<file path="src/rtl/solver_dispatch.sv">
// solver_dispatch: accepts a job header and its limb stream, then programs and launches the
// solver core and returns the solver's iteration count tagged with the job's pixel id.
//
// Ports:
//   clock, reset                  clock and synchronous active-high reset
//   i_job_valid/o_job_ready       job header handshake (num_limbs, iter_lim, tag)
//   i_limb_valid/o_limb_ready     limb stream: real limbs 0..N, then imaginary limbs 0..N
//   o_wr_real_en/o_wr_imag_en     per-limb write strobes, index on o_wr_ind, data on o_c_wdata
//   o_wr_num_limbs_en/..._data    configuration writes to the solver
//   o_wr_iter_lim_en/..._data
//   o_start                       one-cycle solve launch pulse
//   i_out_ready/i_iteration_count solver done flag and result
//   o_res_valid/i_res_ready       result handshake carrying o_res_tag and o_res_count
//   o_busy                        high whenever a job is in flight
module solver_dispatch #(
   parameter int unsigned LIMB_INDEX_BITS = 6,
   parameter int unsigned LIMB_BITS       = 32
) (
   input  logic                       clock,
   input  logic                       reset,
   input  logic                       i_job_valid,
   output logic                       o_job_ready,
   input  logic [LIMB_INDEX_BITS-1:0] i_job_num_limbs,
   input  logic [15:0]                i_job_iter_lim,
   input  logic [15:0]                i_job_tag,
   input  logic                       i_limb_valid,
   output logic                       o_limb_ready,
   input  logic [LIMB_BITS-1:0]       i_limb_data,
   output logic                       o_wr_real_en,
   output logic                       o_wr_imag_en,
   output logic [LIMB_INDEX_BITS-1:0] o_wr_ind,
   output logic [LIMB_BITS-1:0]       o_c_wdata,
   output logic                       o_wr_num_limbs_en,
   output logic [LIMB_INDEX_BITS-1:0] o_num_limbs_data,
   output logic                       o_wr_iter_lim_en,
   output logic [15:0]                o_iter_lim_data,
   output logic                       o_start,
   input  logic                       i_out_ready,
   input  logic [15:0]                i_iteration_count,
   output logic                       o_res_valid,
   input  logic                       i_res_ready,
   output logic [15:0]                o_res_tag,
   output logic [15:0]                o_res_count,
   output logic                       o_busy
);

   localparam logic [2:0] S_IDLE    = 3'd0;
   localparam logic [2:0] S_CFG     = 3'd1;
   localparam logic [2:0] S_LOAD_RE = 3'd2;
   localparam logic [2:0] S_LOAD_IM = 3'd3;
   localparam logic [2:0] S_START   = 3'd4;
   localparam logic [2:0] S_SETTLE  = 3'd5;
   localparam logic [2:0] S_RUN     = 3'd6;
   localparam logic [2:0] S_RESULT  = 3'd7;

   logic [2:0]                 r_state;
   logic [LIMB_INDEX_BITS-1:0] r_count;
   logic [LIMB_INDEX_BITS-1:0] r_num_limbs;
   logic [15:0]                r_iter_lim;
   logic [15:0]                r_tag;
   logic [15:0]                r_res_count;

   logic [2:0]                 w_state_next;
   logic [LIMB_INDEX_BITS-1:0] w_count_next;
   logic                       w_loading;
   logic                       w_limb_acc;
   logic                       w_last;
   logic                       w_job_acc;
   logic                       w_done;

   assign w_loading  = (r_state == S_LOAD_RE) || (r_state == S_LOAD_IM);
   assign w_limb_acc = i_limb_valid && w_loading;
   assign w_last     = (r_count == r_num_limbs);
   assign w_job_acc  = (r_state == S_IDLE) && i_job_valid;
   assign w_done     = (r_state == S_RUN) && i_out_ready;

   always_comb begin
      w_state_next = r_state;
      w_count_next = r_count;
      case (r_state)
         S_IDLE:    if (i_job_valid) w_state_next = S_CFG;
         S_CFG: begin
            w_count_next = '0;
            w_state_next = S_LOAD_RE;
         end
         S_LOAD_RE, S_LOAD_IM: begin
            if (w_limb_acc) begin
               if (w_last) begin
                  w_count_next = '0;
                  w_state_next = (r_state == S_LOAD_RE) ? S_LOAD_IM : S_START;
               end else begin
                  w_count_next = r_count + 1'b1;
               end
            end
         end
         S_START:   w_state_next = S_SETTLE;
         // The solver still shows its stale idle flag here, so it is not looked at.
         S_SETTLE:  w_state_next = S_RUN;
         S_RUN:     if (i_out_ready) w_state_next = S_RESULT;
         S_RESULT:  if (i_res_ready) w_state_next = S_IDLE;
         default:   w_state_next = S_IDLE;
      endcase
   end

   always_ff @(posedge clock) begin
      if (reset) begin
         r_state     <= S_IDLE;
         r_count     <= '0;
         r_num_limbs <= '0;
         r_iter_lim  <= '0;
         r_tag       <= '0;
         r_res_count <= '0;
      end else begin
         r_state <= w_state_next;
         r_count <= w_count_next;
         if (w_job_acc) begin
            r_num_limbs <= i_job_num_limbs;
            // A zero limit would never let the solver iterate; run at least once.
            r_iter_lim  <= (i_job_iter_lim == 16'd0) ? 16'd1 : i_job_iter_lim;
            r_tag       <= i_job_tag;
         end
         if (w_done) r_res_count <= i_iteration_count;
      end
   end

   assign o_job_ready       = (r_state == S_IDLE);
   assign o_limb_ready      = w_loading;
   assign o_wr_real_en      = (r_state == S_LOAD_RE) && i_limb_valid;
   assign o_wr_imag_en      = (r_state == S_LOAD_IM) && i_limb_valid;
   assign o_wr_ind          = r_count;
   assign o_c_wdata         = i_limb_data;
   assign o_wr_num_limbs_en = (r_state == S_CFG);
   assign o_wr_iter_lim_en  = (r_state == S_CFG);
   assign o_num_limbs_data  = r_num_limbs;
   assign o_iter_lim_data   = r_iter_lim;
   assign o_start           = (r_state == S_START);
   assign o_res_valid       = (r_state == S_RESULT);
   assign o_res_tag         = r_tag;
   assign o_res_count       = r_res_count;
   assign o_busy            = (r_state != S_IDLE);

endmodule

</file>
<file path="config.mk">
export PLATFORM = sky130hd
export DESIGN_NAME = solver_dispatch
export DESIGN_NICKNAME = d
export VERILOG_FILES = /design/src/rtl/solver_dispatch.sv
export SDC_FILE = /design/constraint.sdc
export NUM_CORES = 1
export LEC_CHECK = 0
export BUFFER_PORTS_ARGS = -buffer_cell sky130_fd_sc_hd__buf_4
export CAP_MARGIN = 20
export CELL_PAD_IN_SITES_DETAIL_PLACEMENT = 0
export CELL_PAD_IN_SITES_GLOBAL_PLACEMENT = 1
export CORE_UTILIZATION = 25
export CTS_CLUSTER_DIAMETER = 50
export CTS_CLUSTER_SIZE = 30
export DETAILED_ROUTE_END_ITERATION = 16
export GPL_TIMING_DRIVEN = 0
export PLACE_DENSITY_LB_ADDON = 0.15
export SLEW_MARGIN = 20
export SYNTH_ARGS = -nofsm -noshare
export SYNTH_HDL_FRONTEND = slang
export SYNTH_SLANG_ARGS = --single-unit
export TNS_END_PERCENT = 5
</file>
<file path="constraint.sdc">
create_clock -name clock -period 1.38 [get_ports clock]
set_input_delay 0.069 -clock clock [delete_from_list [all_inputs] [get_ports clock]]
set_output_delay 0.069 -clock clock [all_outputs]
set_load 0.02 [all_outputs]
</file>
# == Word level (Yosys, flattened, before mapping) ==
# Index checks and enable logic that the tools add are counted.
# word_totals
register_bits,63
latch_bits,0
mem_bits_rw,0
rom_bits,0
in_bits,92
output_inout_bits,101
elab_cells,44
n_memories,0
# op_classes
n_addsub,1
multipliers,0
div_mod_pow,0
n_lt_le_gt_ge,0
eq_ne,13
shift,0
n_mux,11
bitwise,0
reduce_logical,13
# ops
operator,n
3-bit case mux with 7 select lines,1
3-bit two-way mux,6
16-bit zero test,1
16-bit two-way mux,1
"3-bit equality test, second input constant",4
6-bit two-way mux,2
6-bit case mux with 2 select lines,1
"2-bit inequality test, second input constant",4
"6-bit by 1-bit adder with 6-bit output, second input constant",1
"3-bit by 2-bit equality test with 1-bit output, second input constant",2
6-bit equality test,1
1-bit logical AND,5
5-bit AND reduction,1
"3-bit by 1-bit equality test with 1-bit output, second input constant",1
3-bit zero test,1
3-bit nonzero test,1
"2-bit by 1-bit inequality test with 1-bit output, second input constant",1
2-bit AND reduction,1
2-bit nonzero test,1
2-bit OR reduction,1
1-bit logical OR,1

# == Logic depth before layout (Yosys ltp) ==
# logic_depth
word_depth,5
ltp_mapped,7
mapped_depth_nobuf,5

# == Least setup slack after synthesis ==
# OpenSTA, ideal clock, no wires.
# synth_timing
path_type,register to register
from,reg r_state[2]
to,"reg r_iter_lim[10], in the netlist o_iter_lim_data[10]"
setup_ns,0.132
arrival_ns,1.483
required_time_ns,1.248
setup_slack_ns,-0.235
path_stages_with_launch,8
synth_period_minus_slack_ns,1.615
path_cell_list,dfxtp_1 -> buf_4 -> nor3_2 -> nand2_1 -> buf_2 -> clkbuf_1 -> nand2_1 -> a21oi_1
# synth_via
elab_chain_cells,2
# synth_lines
element,line,rtl
start: declaration,56,logic [2:0] r_state;
start signal: assignment,114,r_state <= w_state_next;
3-bit zero test,-,
named net o_job_ready,22,"output logic o_job_ready,"
1-bit logical AND,74,assign w_job_acc = (r_state == S_IDLE) && i_job_valid;
end signal: assignment,119,r_iter_lim <= (i_job_iter_lim == 16'd0) ? 16'd1 : i_job_iter_lim;
end: declaration,59,logic [15:0] r_iter_lim;
# The timed path passes the listed nets, and every way through them passes these cells.
# A chain may end at the register's enable or synchronous reset.

# == Worst setup path in the final report ==
# layout_timing
from,reg r_state[2]
to,out o_wr_real_en
# layout_via
elab_chain_cells,2
# layout_lines
element,line,rtl
3-bit by 2-bit equality test with 1-bit output,128,assign o_wr_real_en = (r_state == S_LOAD_RE) && i_limb_valid;
1-bit logical AND,128,
end: declaration,29,"output logic o_wr_real_en,"
# No other way between the ends.

==> key figures <==
Route
  • TritonRoute pass-1 iters: 4
  • Via density per instance: 4.35
  • Routed length per placed instance: 12.1 um
  • Post-route ant nets: 0
  • Via count: 3182
  • Count of unresolved DRC violations after routing: 0
  • Starting DRC count in detailed routing: 94
  • Total routed wirelength: about 8900 um

Job
  • Count of max-cap constraint violations: 0

Final layout
  • Utilization after layout: 0.474
  • Proportion of layout cells with a drive suffix above 1: 0.441
  • Number of nets in the final layout: 680
  • Area grow syn2layout: 84.9%
  • Sequential cell area: 1280 um^2
  • Post-route non-filler standard cell count: 732
  • Total of fill cells in the finished design: 1075
  • Antenna diode count: 0
  • Area of the multi-input gates: 1220 um^2

Clocking
  • Number of levels in the clock H-tree: 3
  • Cell chosen for the clock root: sky130_fd_sc_hd__clkbuf_8
  • Clock Latency Late Sink: 0.34 ns
  • Clock net sink count: 63
  • CTS Buf Count: 9
  • CTS Buffer Depth: 2
  • Clock edge transition at the registers on the reported setup and hold paths: 0.07 ns
  • CTS tree: built

Floorplan
  • I/O pin count: 193
  • Area of the core: 10800 um^2
  • Number of rows in the core area: 38
  • Vertical extent of the die: 107 um
  • Die W: 107 um
  • Initial cell density of the core: 0.256
  • Overall die area: 11500 um^2

Pwr
  • Leakage power of the design: roughly 2.3 nW
  • Power after layout: 6.29 mW
  • IR Drop Worst-Case VDD: 636 uV
  • Areal power density over the cells: ~1200 nW/um^2

Timing
  • Slew HR: 0.624
  • RSZ-0062 raised after global routing: yes
  • Min Tclk post-route: 1.50 ns
  • Final Cycle Share: 1.09
  • Setup slack of the critical path after layout: -0.117 ns
  • Worst-case clock skew: 0.00699 ns
  • Slew at the pin with the worst max-slew slack: 0.564 ns
  • Number of hold violations in the final report: 0
  • Sum of negative setup slack: -0.347 ns
  • Count of final max-slew check failures: 0
  • Max Fclk: 0.668 GHz
  • Final-report setup violation count: 8

Global routing
  • First-pass GRT wire length: roughly 14000 um
  • Number of global-route vias before repair: 2911
  • GR Overflow Total: 0
  • Pin count of the biggest net entering global routing: 12
  • Antenna violations before repair: 0
  • GRT Total Usage: 0.151

Yosys
  • Sequential element share of the synthesized area: 0.454
  • Count of mapped cells out of synthesis: 357
  • Post-synthesis instance area: 2780 um^2
  • Count of different cell masters after synthesis: 39
  • Number of storage elements in the synthesis netlist: 63
  • Synthesized Nets: 450
  • Yosys Warn Count: 0
  • Synthesized area per cell: 7.78 um^2

Worst hold path
  • Class of the most critical hold timing path: in -> reg

Setup path
  • Arrival time reported for the critical path endpoint: 1.43 ns
  • Worst Setup End Kind: output pin
  • Critical Path Start Type: flip-flop
  • WP data required: ~1.3 ns
  • Worst setup path category: reg -> out
  • Crit path max fanout: 4

Status
  • Status: finished with violations
  • Violated checks: setup timing

Place
  • HPWL reported at the end of detailed placement: 6150 um
  • # placed instances: 656
  • RePlAce Congestion: 0.701
  • Number of I/O port buffers: 159
## what timing repair did
action,4_1_cts,5_1_grt
hold endpoints to repair,53,0
hold buffers,53,0
pin swaps,3,8
setup buffers,6,2
gates resized for setup,20,21
gates cloned,0,0
endpoints found under the setup margin,55,58
## cells in the final DEF (no fill, tap or decap), drive strengths merged, types with 3 or more instances in the layout
master	synthesis	layout
buf	44	211
nor3	4	4
nor4	3	3
and3	3	3
inv	3	3
a21oi	61	61
clkbuf	11	21
xor2	6	6
nand2	115	115
dfxtp	63	63
o21ai	4	4
dlygate4sd3	0	53
nand3	7	7
a31oi	3	3
nor2	8	8
## synth_stat cells
library cell	number	area, um^2
sky130_fd_sc_hd__buf_1	1	3.75
sky130_fd_sc_hd__ha_1	1	12.5
sky130_fd_sc_hd__xnor2_1	1	8.76
sky130_fd_sc_hd__and3_1	3	18.8
sky130_fd_sc_hd__clkbuf_1	11	41.3
sky130_fd_sc_hd__or4_1	2	15.0
sky130_fd_sc_hd__a21oi_1	61	305
sky130_fd_sc_hd__nor2b_1	2	12.5
sky130_fd_sc_hd__mux2i_1	1	10.0
sky130_fd_sc_hd__a311oi_1	1	8.76
sky130_fd_sc_hd__o21ai_1	2	10.0
sky130_fd_sc_hd__nor2_1	8	30.0
sky130_fd_sc_hd__inv_2	1	3.75
sky130_fd_sc_hd__nand2b_1	1	6.26
sky130_fd_sc_hd__nor3_1	3	15.0
sky130_fd_sc_hd__a31oi_2	1	12.5
sky130_fd_sc_hd__and4b_1	1	10.0
sky130_fd_sc_hd__a31o_1	1	8.76
sky130_fd_sc_hd__a22oi_1	1	7.51
sky130_fd_sc_hd__nand4b_1	1	8.76
sky130_fd_sc_hd__buf_4	35	263
sky130_fd_sc_hd__nor3b_1	2	15.0
sky130_fd_sc_hd__buf_6	3	33.8
sky130_fd_sc_hd__a21o_1	1	7.51
sky130_fd_sc_hd__or2b_4	1	11.3
sky130_fd_sc_hd__o21bai_1	1	7.51
sky130_fd_sc_hd__nor3_2	1	10.0
sky130_fd_sc_hd__xor2_1	6	52.6
sky130_fd_sc_hd__and2_1	1	6.26
sky130_fd_sc_hd__nand3_1	7	35.0
sky130_fd_sc_hd__dfxtp_1	63	1260
sky130_fd_sc_hd__nor4_1	3	18.8
sky130_fd_sc_hd__inv_1	2	7.51
sky130_fd_sc_hd__buf_2	5	25.0
sky130_fd_sc_hd__or3_1	1	6.26
sky130_fd_sc_hd__nand4_1	2	12.5
sky130_fd_sc_hd__a31oi_1	2	12.5
sky130_fd_sc_hd__nand2_1	115	432
sky130_fd_sc_hd__o21ai_0	2	10.0
## through the flow
stage | worst slack (ns) | area, um^2 | hold slack [ns]
after floorplan | -0.0451 | 2820 | 0.205
after global placement | -0.313 | 4190 | 0.317
after detailed placement | -0.346 | 4190 | 0.325
after CTS | -0.137 | 5050 | 0.00341
after global routing | -0.184 | 5130 | 0.0348
final | -0.117 | 5130 | 0.0299
## where the power goes
group	switching [mW]	leakage, nW	internal [mW]
Clock	0.753	0.110	1.07
Combinational	1.19	1.69	1.13
Sequential	0.139	0.518	2.01
## state kept, by name, summed over array words and instances (netlist names)
name,flops
o_wr_ind,6
o_num_limbs_data,6
o_iter_lim_data,16
o_res_tag,16
o_res_count,16
r_state,3
## layer usage
| layer | global-route usage | up-vias | wire length (um) |
|---|---|---|---|
| met2 | 0.265 | 117 | 4360 |
| met5 | 0 | - | 0 |
| met4 | 0.0470 | 0 | 97 |
| met1 | 0.178 | 1447 | 3750 |
| met3 | 0.0430 | 9 | 643 |
| li1 | - | 1609 | - |
## final timing paths
kind | startpoint | endpoint | slack (ns) | depth (start not counted)
setup / recovery | r_state[2] | o_wr_real_en | -0.12 | 6
setup reg to reg | r_state[2] | r_state[0] | -0.06 | 6
hold reg to reg | o_iter_lim_data[12] | o_iter_lim_data[12] | 0.46 | 2
hold / removal | i_limb_valid | o_wr_ind[4] | 0.03 | 3
## area by class of cell
cell class                      instances  area share
Sequential cell                        63       0.249
Tap cell                              140      0.0341
Clock buffer                           11      0.0275
Inverter                                3     0.00268
Multi-Input combinational cell        236       0.238
Timing Repair Buffer                  220       0.350
Buffer                                 54      0.0824
Clock inverter                          5      0.0158
## cells by family (layout without fill, tap and decap cells)
kind of cell	after synthesis	after routing	synth area share
AO/OA/AOI/OAI	73	73	0.141
XOR/XNOR	7	7	0.0221
adder cells (fa/ha/maj)	1	1	0.00451
buffers and inverters	58	293	0.136
flip-flops	63	63	0.454
multiplexers	1	1	0.00361
AND/OR/NAND/NOR	154	154	0.239
## worst max-delay path, cell delays in order (launching register included)
cell and delay, ns:
sky130_fd_sc_hd__dfxtp_2 0.33, sky130_fd_sc_hd__buf_6 0.12, sky130_fd_sc_hd__or2b_4 0.28, sky130_fd_sc_hd__inv_4 0.08
sky130_fd_sc_hd__nand2_2 0.05, sky130_fd_sc_hd__nor2_2 0.12, sky130_fd_sc_hd__buf_6 0.13
No activity file was read; power rests on OpenSTA's default activity.
